<file path="config.mk">
export PLATFORM = sky130hd
export DESIGN_NAME = pipelined_adder_nbit
export DESIGN_NICKNAME = d
export VERILOG_FILES = /design/src/rtl/pipe_add_pkg.sv /design/src/rtl/pipelined_adder_nbit_stage.sv /design/src/rtl/pipelined_adder_nbit.sv
export SDC_FILE = /design/constraint.sdc
export NUM_CORES = 1
export LEC_CHECK = 0
export ABC_AREA = 1
export CELL_PAD_IN_SITES_DETAIL_PLACEMENT = 1
export CELL_PAD_IN_SITES_GLOBAL_PLACEMENT = 1
export CORE_ASPECT_RATIO = 1.75
export CORE_UTILIZATION = 42
export DETAILED_ROUTE_END_ITERATION = 10
export PLACE_DENSITY = 0.81
export SKIP_LAST_GASP = 1
export SLEW_MARGIN = 15
export SYNTH_ARGS = -nofsm -noshare
export SYNTH_HDL_FRONTEND = slang
export SYNTH_SLANG_ARGS = --single-unit
</file>
<file path="constraint.sdc">
create_clock -name clk -period 2.3 [get_ports clk]
set_clock_uncertainty 0.15 [all_clocks]
set_input_delay 0.345 -clock clk [delete_from_list [all_inputs] [get_ports clk]]
set_output_delay 0.345 -clock clk [all_outputs]
set_load 0.01 [all_outputs]
</file>
<file path="src/rtl/pipe_add_pkg.sv">
// pipe_add_pkg: segment sizing, configuration legality and stage flag type for pipelined_adder_nbit
package pipe_add_pkg;
  typedef struct packed {
    logic valid;
    logic carry;
  } stage_flags_t;
  function automatic int seg_width(input int num_bit, input int num_stages);
    return num_bit / num_stages;
  endfunction
  function automatic bit cfg_legal(input int num_bit, input int num_stages);
    return num_stages >= 1 && num_stages <= num_bit && num_bit % num_stages == 0;
  endfunction
endpackage

</file>
<file path="src/rtl/pipelined_adder_nbit_stage.sv">
// pipe_add_stage: one SEG-wide ripple segment plus its pipeline register (ovf with PIPE_ADD_OVF_EN)
module pipe_add_stage import pipe_add_pkg::*; #(
  parameter int NUM_BIT = 16,
  parameter int SEG = 4,
  parameter int IDX = 0
) (
  input  logic               clk,
  input  logic               rst_n,
  input  logic               adv,
  input  stage_flags_t       f_i,
  input  logic [NUM_BIT-1:0] a_i,
  input  logic [NUM_BIT-1:0] b_i,
  input  logic [NUM_BIT-1:0] s_i,
  output stage_flags_t       f_o,
  output logic [NUM_BIT-1:0] a_o,
  output logic [NUM_BIT-1:0] b_o,
  output logic [NUM_BIT-1:0] s_o
`ifdef PIPE_ADD_OVF_EN
  , output logic             ovf_o
`endif
);
  logic [SEG:0] seg_d;
  logic [NUM_BIT-1:0] s_d;
  stage_flags_t f_q;
  logic [NUM_BIT-1:0] a_q, b_q, s_q;
  // add this segment on the incoming carry and splice it into the finished lower bits
  always_comb begin
    seg_d = {1'b0, a_i[IDX*SEG +: SEG]} + {1'b0, b_i[IDX*SEG +: SEG]} + {{SEG{1'b0}}, f_i.carry};
    s_d = s_i;
    s_d[IDX*SEG +: SEG] = seg_d[SEG-1:0];
  end
  // the whole transaction moves one stage forward whenever the pipe advances
  always_ff @(posedge clk or negedge rst_n) begin
    if (!rst_n) begin
      f_q <= '0;
      a_q <= '0;
      b_q <= '0;
      s_q <= '0;
    end else if (adv) begin
      f_q <= {f_i.valid, seg_d[SEG]};
      a_q <= a_i;
      b_q <= b_i;
      s_q <= s_d;
    end
  end
  assign f_o = f_q;
  assign a_o = a_q;
  assign b_o = b_q;
  assign s_o = s_q;
`ifdef PIPE_ADD_OVF_EN
  logic ovf_q;
  // signed overflow is only meaningful once the top segment is added, i.e. in the last stage
  always_ff @(posedge clk or negedge rst_n) begin
    if (!rst_n) ovf_q <= 1'b0;
    else if (adv) ovf_q <= (a_i[NUM_BIT-1] == b_i[NUM_BIT-1]) && (s_d[NUM_BIT-1] != a_i[NUM_BIT-1]);
  end
  assign ovf_o = ovf_q;
`endif
endmodule

</file>
<file path="src/rtl/pipelined_adder_nbit.sv">
// pipelined_adder_nbit: NUM_STAGES-deep add/subtract with valid/ready backpressure; PIPE_ADD_OVF_EN adds ovf
module pipelined_adder_nbit import pipe_add_pkg::*; #(
  parameter int NUM_BIT = 16,
  parameter int NUM_STAGES = 4
) (
  input  logic               clk,
  input  logic               rst_n,
  input  logic               in_valid,
  output logic               in_ready,
  input  logic [NUM_BIT-1:0] a,
  input  logic [NUM_BIT-1:0] b,
  input  logic               cin,
  input  logic               sub,
  output logic               out_valid,
  input  logic               out_ready,
  output logic [NUM_BIT-1:0] sum,
  output logic               cout
`ifdef PIPE_ADD_OVF_EN
  , output logic             ovf
`endif
);
  localparam int SEG = seg_width(NUM_BIT, NUM_STAGES);
  if (!cfg_legal(NUM_BIT, NUM_STAGES)) begin : g_illegal
    $fatal(1, "pipelined_adder_nbit: NUM_BIT must be a multiple of NUM_STAGES with 1 <= NUM_STAGES <= NUM_BIT");
  end
  stage_flags_t f_w [NUM_STAGES+1];
  logic [NUM_BIT-1:0] a_w [NUM_STAGES+1];
  logic [NUM_BIT-1:0] b_w [NUM_STAGES+1];
  logic [NUM_BIT-1:0] s_w [NUM_STAGES+1];
  logic adv;
  logic unused_tail;
  // the pipe moves as a unit unless a held result is blocking the output
  assign adv = !out_valid || out_ready;
  assign in_ready = adv;
  assign f_w[0] = {in_valid && adv, sub || cin};
  assign a_w[0] = a;
  assign b_w[0] = sub ? ~b : b;
  assign s_w[0] = '0;
`ifdef PIPE_ADD_OVF_EN
  logic [NUM_STAGES-1:0] ovf_w;
  logic unused_ovf;
  assign ovf = ovf_w[NUM_STAGES-1];
  assign unused_ovf = ^ovf_w;
`endif
  for (genvar k = 0; k < NUM_STAGES; k++) begin : g_stage
    pipe_add_stage #(.NUM_BIT(NUM_BIT), .SEG(SEG), .IDX(k)) u_stage (
      .clk   (clk),
      .rst_n (rst_n),
      .adv   (adv),
      .f_i   (f_w[k]),
      .a_i   (a_w[k]),
      .b_i   (b_w[k]),
      .s_i   (s_w[k]),
      .f_o   (f_w[k+1]),
      .a_o   (a_w[k+1]),
      .b_o   (b_w[k+1]),
      .s_o   (s_w[k+1])
`ifdef PIPE_ADD_OVF_EN
      , .ovf_o (ovf_w[k])
`endif
    );
  end
  assign out_valid = f_w[NUM_STAGES].valid;
  assign cout = f_w[NUM_STAGES].carry;
  assign sum = s_w[NUM_STAGES];
  assign unused_tail = ^{a_w[NUM_STAGES], b_w[NUM_STAGES]};
endmodule
</file>
==> flow_metrics.py, run 1 <==
metrics = {
    "clock_network": {
        "clock-root-buffer": "clkbuf_16",
        "htreeDepth": 3,
        "cts.reportedPaths.clkPinSlew_ps": 60,
        "cts.sinks": 96,
        "numCtsBuffers": 9,
        "post_cts.repair.setup_buffers": 0,
        "clk_latency_ps": 340,
        "cts_tree": "built",
        "cts_buffer_depth": 2,
    },
    "timing": {
        "holdWs_ps": 320,
        "period_share_pct": 93.3,
        "fmax_ghz": 0.466,
        "setup_violations": 0,
        "relSlewSlack_pct": 70.7,
        "fin_crit_ps": 2150,
        "maxSlewViolCount": 0,
        "setup_slack_ps": 155,
        "worst_slew_pin_slew_ps": 439,
        "rsz0062_at_grt": "false",
        "hold_viol_final": 0,
    },
    "power": {
        "peakVddDrop_v": 0.000582,
        "internal_power_mw": 4.25,
        "p_leak_nw": 2.49,
        "clockPowerShare_pct": 20.1,
        "p_seq_share_pct": 43.0,
        "switching_share_pct": 35.6,
        "power_mw": 6.60,
        "p_switching_mw": 2.35,
        "p_per_area_nw_per_um2": 1270,
        "pwr-share-comb_pct": 37.0,
    },
    "logic_synthesis": {
        "synth_cell_types": 21,
        "yosysTopAreaCell": "dfrtp_1",
        "syn_inst": 462,
        "synth_edf_count": 0,
        "synth_seq_area_share_pct": 56.1,
        "synth_fp_nets": 520,
        "ys_warn_count": 0,
        "ys.flop_type": "dfrtp_1",
        "syn-cell-area_um2": 4280,
        "synth_top_area_share_pct": 56.1,
        "avgSynthCellArea_um2": 9.27,
        "ys_seq_elements": 96,
        "async_reset_ff_share_pct": 100,
        "yosys-top-cells-area": "dfrtp_1 56%, nand2_1 15%, o21ai_0 7.0%",
    },
    "floorplan": {
        "start_util_pct": 43.2,
        "die-width_um": 78.3,
        "dieHeight_um": 136,
        "core.rowCount": 48,
        "core_area_um2": 9910,
        "io_pins": 57,
        "dieArea_um2": 10600,
    },
    "worst_setup_path": {
        "endpoint_kind": "flip-flop",
        "critPathLaunchType": "input pin",
        "cp.required_ps": 2380,
        "cp.arrival_ps": 2230,
        "crit_fanout": 2,
        "worstSetupPathType": "in -> reg",
    },
    "placement": {
        "numPortBuffers": 56,
        "dp_hpwl_mm": 5.87,
        "place_inst": 625,
        "gp_congestion": 0.749,
        "dp_slack_ps": -363,
    },
    "global_routing": {
        "grt_start_max_net_pins": 105,
        "antenna_found_initial": 0,
        "grt_pass1_vias": 3346,
        "grt-ovfl-total": 0,
        "grt_pass1_wl_mm": 15.3,
        "grt_util_all_layers_pct": 18.7,
    },
    "routing": {
        "avgRoutedWirePerCell_um": 13.4,
        "viasPerCell": 4.87,
        "vias": 3114,
        "drtIter0Drc": 167,
        "wl_mm": 8.59,
        "dr.pass1.iters": 4,
        "antenna_left": 0,
        "drc": 0,
    },
    "final_layout": {
        "mostFrequentLayoutCell": "nand2_1",
        "instances_no_fill": 640,
        "nets": 570,
        "antenna_cells": 0,
        "syn2layout_area_growth_pct": 21.0,
        "mostFrequentLayoutCells": "169 x nand2_1, 96 x dfrtp_1, 60 x o21ai_0",
        "drive_above_1_share_pct": 4.27,
    },
    "run": {
        "drv_cap": 0,
    },
    "min_path": {
        "hold_path_class": "reg -> reg",
    },
    "run_status": {
        "outcome": "complete, no violations",
    },
}
## sequential cells by signal, summed over array words and instances, names as in the netlist
signal / count
g_stage.u_stage.b_o: 24
g_stage.u_stage.a_o: 24
g_stage.u_stage.s_o: 40
g_stage.u_stage.f_o: 8
## timing repair
action / CTS / global route
endpoints found under the setup margin: 1 / 0
gates resized for setup: 1 / 0
endpoints found under the hold margin: 32 / 0
hold buffers: 1 / 0
## kinds of logic after synthesis
group / Yosys count / synth area share (%)
AO/OA/AOI/OAI: 70 / 8.33
XOR/XNOR: 16 / 3.27
adder cells (fa/ha/maj): 20 / 7.24
buffers and inverters: 62 / 7.01
flip-flops: 96 / 56.1
AND/OR/NAND/NOR: 198 / 18.1
## cell type report
class | instances | area, um^2
Clock inverter | 1 | 5.00
Fill cell | 1167 | 4730
Multi-Input combinational cell | 304 | 1580
Timing Repair Buffer | 61 | 634
Inverter | 40 | 150
Clock buffer | 13 | 250
Sequential cell | 96 | 2400
Tap cell | 125 | 156
## metal layers
metal	vias to the layer above	share of wire (%)	global-route usage, %
met4	0	2.5	9.77
met2	48	53	31.5
li1	1535	-	-
met1	1515	42	22.7
met3	16	2.3	3.23
met5	-	0	0
## critical path, cell delays in order
cell and delay (ps):
clkdlybuf4s50_1 390, or2_2 280, fa_2 370, fa_1 410, nand2_1 100, inv_1 60
o31ai_1 270
## power by group through the flow
stage               Combinational (mW)  Clock, mW  Sequential, mW
floorplan                         1.56          0            2.84
global placement                  2.30          0            2.83
detailed placement                2.47          0            2.87
CTS                               2.51       1.36            2.85
global route                      2.81       1.42            2.93
finish                            2.44       1.32            2.84
## synthesized netlist by cell type (6+ instances only)
library cell  number
nand2_1          169
nand3_1           12
dfrtp_1           96
inv_1             39
xnor2_1           12
fa_1               8
buf_4              8
ha_1              12
a21oi_1            6
nor2_1            13
o21ai_0           60
buf_2              6
## through the flow
stage / instance area [um^2] / utilization (%) / setup TNS (ps)
floorplan: 4290 / - / 0
global placement: 4920 / 49.6 / -399
detailed placement: 4920 / 49.6 / -961
CTS: 5180 / 52.3 / 0
global route: 5180 / 52.3 / 0
finish: 5180 / 52.3 / 0
## path summary, 6_finish.rpt
| path | start | end | slack (ps) | cells past startpoint |
|---|---|---|---|---|
| max reg2reg | g_stage[1].u_stage.f_o[0]$_DFFE_PN0N_ | g_stage[2].u_stage.f_o[0]$_DFFE_PN0N_ | 360 | 6 |
| max in group asynchronous | rst_n | g_stage[2].u_stage.b_o[14]$_DFFE_PN0N_ | 990 | 3 |
| max | cin | g_stage[0].u_stage.s_o[2]$_DFFE_PN0N_ | 150 | 7 |
| min | g_stage[2].u_stage.s_o[11]$_DFFE_PN0N_ | g_stage[3].u_stage.s_o[11]$_DFFE_PN0N_ | 320 | 2 |
| min in group asynchronous | rst_n | g_stage[0].u_stage.b_o[5]$_DFFE_PN0N_ | 330 | 2 |
| min reg2reg | g_stage[2].u_stage.s_o[11]$_DFFE_PN0N_ | g_stage[3].u_stage.s_o[11]$_DFFE_PN0N_ | 320 | 2 |
Note: power is estimated with default switching activity, not from simulation.
==> run 2: changes to the inputs <==
- CORE_UTILIZATION: 42 -> 38
- PLACE_DENSITY: 0.81 -> 0.78
- clock period: 2.3 -> 1.9 ns (I/O delays scaled with it)
==> run 2 against run 1 <==
  * The run now ends with DRC left
  * Hold slack lost 30 ps
  * Clock power grew 81%
  * Die area grew 10%
  * Critical path depth shrank 1
  * Sequential share of layout area shrank 2.0 points
  * Cell count grew 2.3%
  * Core utilization shrank 3.3 points
  * Clock-buffer cell count shrank 2
  * Largest cell class unchanged
==> flow_metrics.py, run 2 (synthesized netlist as in run 1, its figures left out) <==
metrics = {
    "worst_setup_path": {
        "worstPathCellList": "dlygate4sd2_1 -> or2_4 -> fa_2 -> fa_2 -> nor2_1 -> o31ai_4",
        "setup.worst_path.start": "sub",
        "cp.required_ps": 1970,
        "cp.arrival_ps": 1930,
        "r2r_slack_ps": 80,
        "critPathLaunchType": "input pin",
        "path_common_cell": "fa_2",
        "crit_buf_inv": 1,
        "worstSetupPathType": "in -> reg",
        "cp_top_family": "adder cells",
        "critPathMaxStageDelay_ps": 400,
        "slowest_stage": "fa_2",
        "rr_startpoint": "g_stage[0].u_stage.f_o[0]$_DFFE_PN0N_",
        "endpoint_kind": "flip-flop",
        "crit_fanout": 3,
    },
    "global_routing": {
        "grt_pass1_vias": 3350,
        "antenna_found_initial": 0,
        "grt-ovfl-total": 0,
        "grt_start_max_net_pins": 88,
        "grt_pass1_wl_mm": 16.2,
        "grt_util_all_layers_pct": 18.4,
    },
    "final_layout": {
        "mostFrequentLayoutCell": "nand2_1",
        "fillers": 1260,
        "syn2layout_area_growth_pct": 26.4,
        "instances_no_fill": 655,
        "final_area_um2": 5410,
        "antenna_cells": 0,
        "drive_above_1_share_pct": 7.84,
        "mostFrequentLayoutCells": "168 x nand2_1, 96 x dfrtp_1, 58 x o21ai_0",
        "nets": 576,
        "largest_reg_flops": 40,
    },
    "power": {
        "peakVddDrop_v": 0.000717,
        "pwr-share-comb_pct": 34.4,
        "clockPowerShare_pct": 26.7,
        "switching_share_pct": 33.8,
        "p_switching_mw": 3.02,
        "p_leak_nw": 2.60,
        "power_mw": 8.93,
        "internal_power_mw": 5.91,
        "p_per_area_nw_per_um2": 1650,
        "p_seq_share_pct": 38.8,
    },
    "floorplan": {
        "start_util_pct": 38.8,
        "core.rowCount": 51,
        "dieHeight_um": 142,
        "io_pins": 57,
        "dieArea_um2": 11700,
        "core_area_um2": 11000,
        "die-width_um": 82.3,
    },
    "routing": {
        "avgRoutedWirePerCell_um": 14.4,
        "dr.pass1.iters": 7,
        "drtIter0Drc": 137,
        "viasPerCell": 4.83,
        "wl_mm": 9.43,
        "antenna_left": 0,
        "vias": 3161,
        "drc": 2,
    },
    "placement": {
        "numPortBuffers": 56,
        "dp_slack_ps": -594,
        "place_inst": 636,
        "gp_congestion": 0.779,
        "dp_hpwl_mm": 6.35,
        "placedInstanceArea_um2": 4960,
    },
    "clock_network": {
        "cts_buffer_depth": 2,
        "cts.sinks": 96,
        "cts.reportedPaths.clkPinSlew_ps": 60,
        "htreeDepth": 3,
        "cts_tree": "built",
        "clock-root-buffer": "clkbuf_16",
        "numCtsBuffers": 9,
        "clk_latency_ps": 340,
    },
    "min_path": {
        "hold_path_class": "in -> async",
    },
    "timing": {
        "setup_slack_ps": 45.7,
        "period_share_pct": 97.6,
        "maxSlewViolCount": 0,
        "relSlewSlack_pct": 67.7,
        "hold_viol_final": 0,
        "fmax_ghz": 0.539,
        "finalSetupTns_ps": 0,
        "setup_violations": 0,
        "worst_slew_pin_slew_ps": 484,
        "fin_crit_ps": 1850,
    },
    "run_status": {
        "outcome": "finished, violations left",
        "violations": "DRC",
    },
    "run": {
        "drv_cap": 0,
    },
}
## run 2: changes by cell type in the layout (fill, tap and decap cells not counted), moves of 2 or more
cell             change
bufinv_16            +5
dlygate4sd2_1        +3
clkbuf_1             -3
clkdlybuf4s50_1      -3
o21ai_0              -2
fa_2                 +4
fa_1                 -4
buf_4                +6
## run 2: layout make-up
class / instances / area [um^2] / share of cell area [%]
sequential: 96 / 2400 / 44.4
clock buffer: 11 / 253 / 4.67
timing repair buffer: 67 / 676 / 12.5
clock inverter: 5 / 150 / 2.77
multi-input combinational: 304 / 1620 / 29.8
inverter: 40 / 150 / 2.77
tap: 132 / 165 / 3.05
## run 2: routing by layer
layer | share of wire [%] | wire, um | vias up | global-route usage (%)
li1 | - | - | 1553 | -
met1 | 42 | 3990 | 1532 | 22.8
met2 | 53 | 5000 | 58 | 30.7
met3 | 2.7 | 258 | 18 | 3.33
met4 | 2.0 | 188 | 0 | 7.57
met5 | 0 | 0 | - | 0
## run 2: power groups by stage
stage	combinational (mW)	clock (mW)	sequential [mW]
after floorplan	1.90	0	3.44
after global placement	2.83	0	3.44
after detailed placement	3.04	0	3.50
after CTS	3.12	2.42	3.48
after global routing	3.52	2.51	3.59
final	3.08	2.39	3.47
## run 2: metrics by stage
stage          hold slack [ps]  utilization (%)
6_report                   290             49.0
5_1_grt                    339             49.0
4_1_cts                    303             48.8
3_5_place_dp               133             44.9
3_3_place_gp               126             44.9
2_1_floorplan             -161                -
## run 2: worst register-to-register path: stages, from the launching register on
cell     delay, ps
dfrtp_1        390
fa_2           260
inv_1           70
fa_1           390
or2_2          310
a31oi_1        170
## run 2: worst paths after layout
path	to	cells past startpoint
min in group clk	g_stage[3].u_stage.f_o[1]$_DFFE_PN0N_	2
worst min-delay path	g_stage[0].u_stage.a_o[5]$_DFFE_PN0N_	2
worst max register to register	g_stage[1].u_stage.s_o[6]$_DFFE_PN0N_	5
worst min register to register	g_stage[3].u_stage.f_o[1]$_DFFE_PN0N_	2
worst max-delay path	g_stage[0].u_stage.s_o[2]$_DFFE_PN0N_	6
max in group asynchronous	g_stage[1].u_stage.a_o[14]$_DFFE_PN0N_	3
## run 2: what timing repair did
action | CTS | global route
hold endpoints to repair | 33 | 0
hold buffers | 1 | 0
pin swaps | 3 | 2
setup buffers | 1 | 1
resized for setup | 6 | 7
endpoints found under the setup margin | 6 | 4
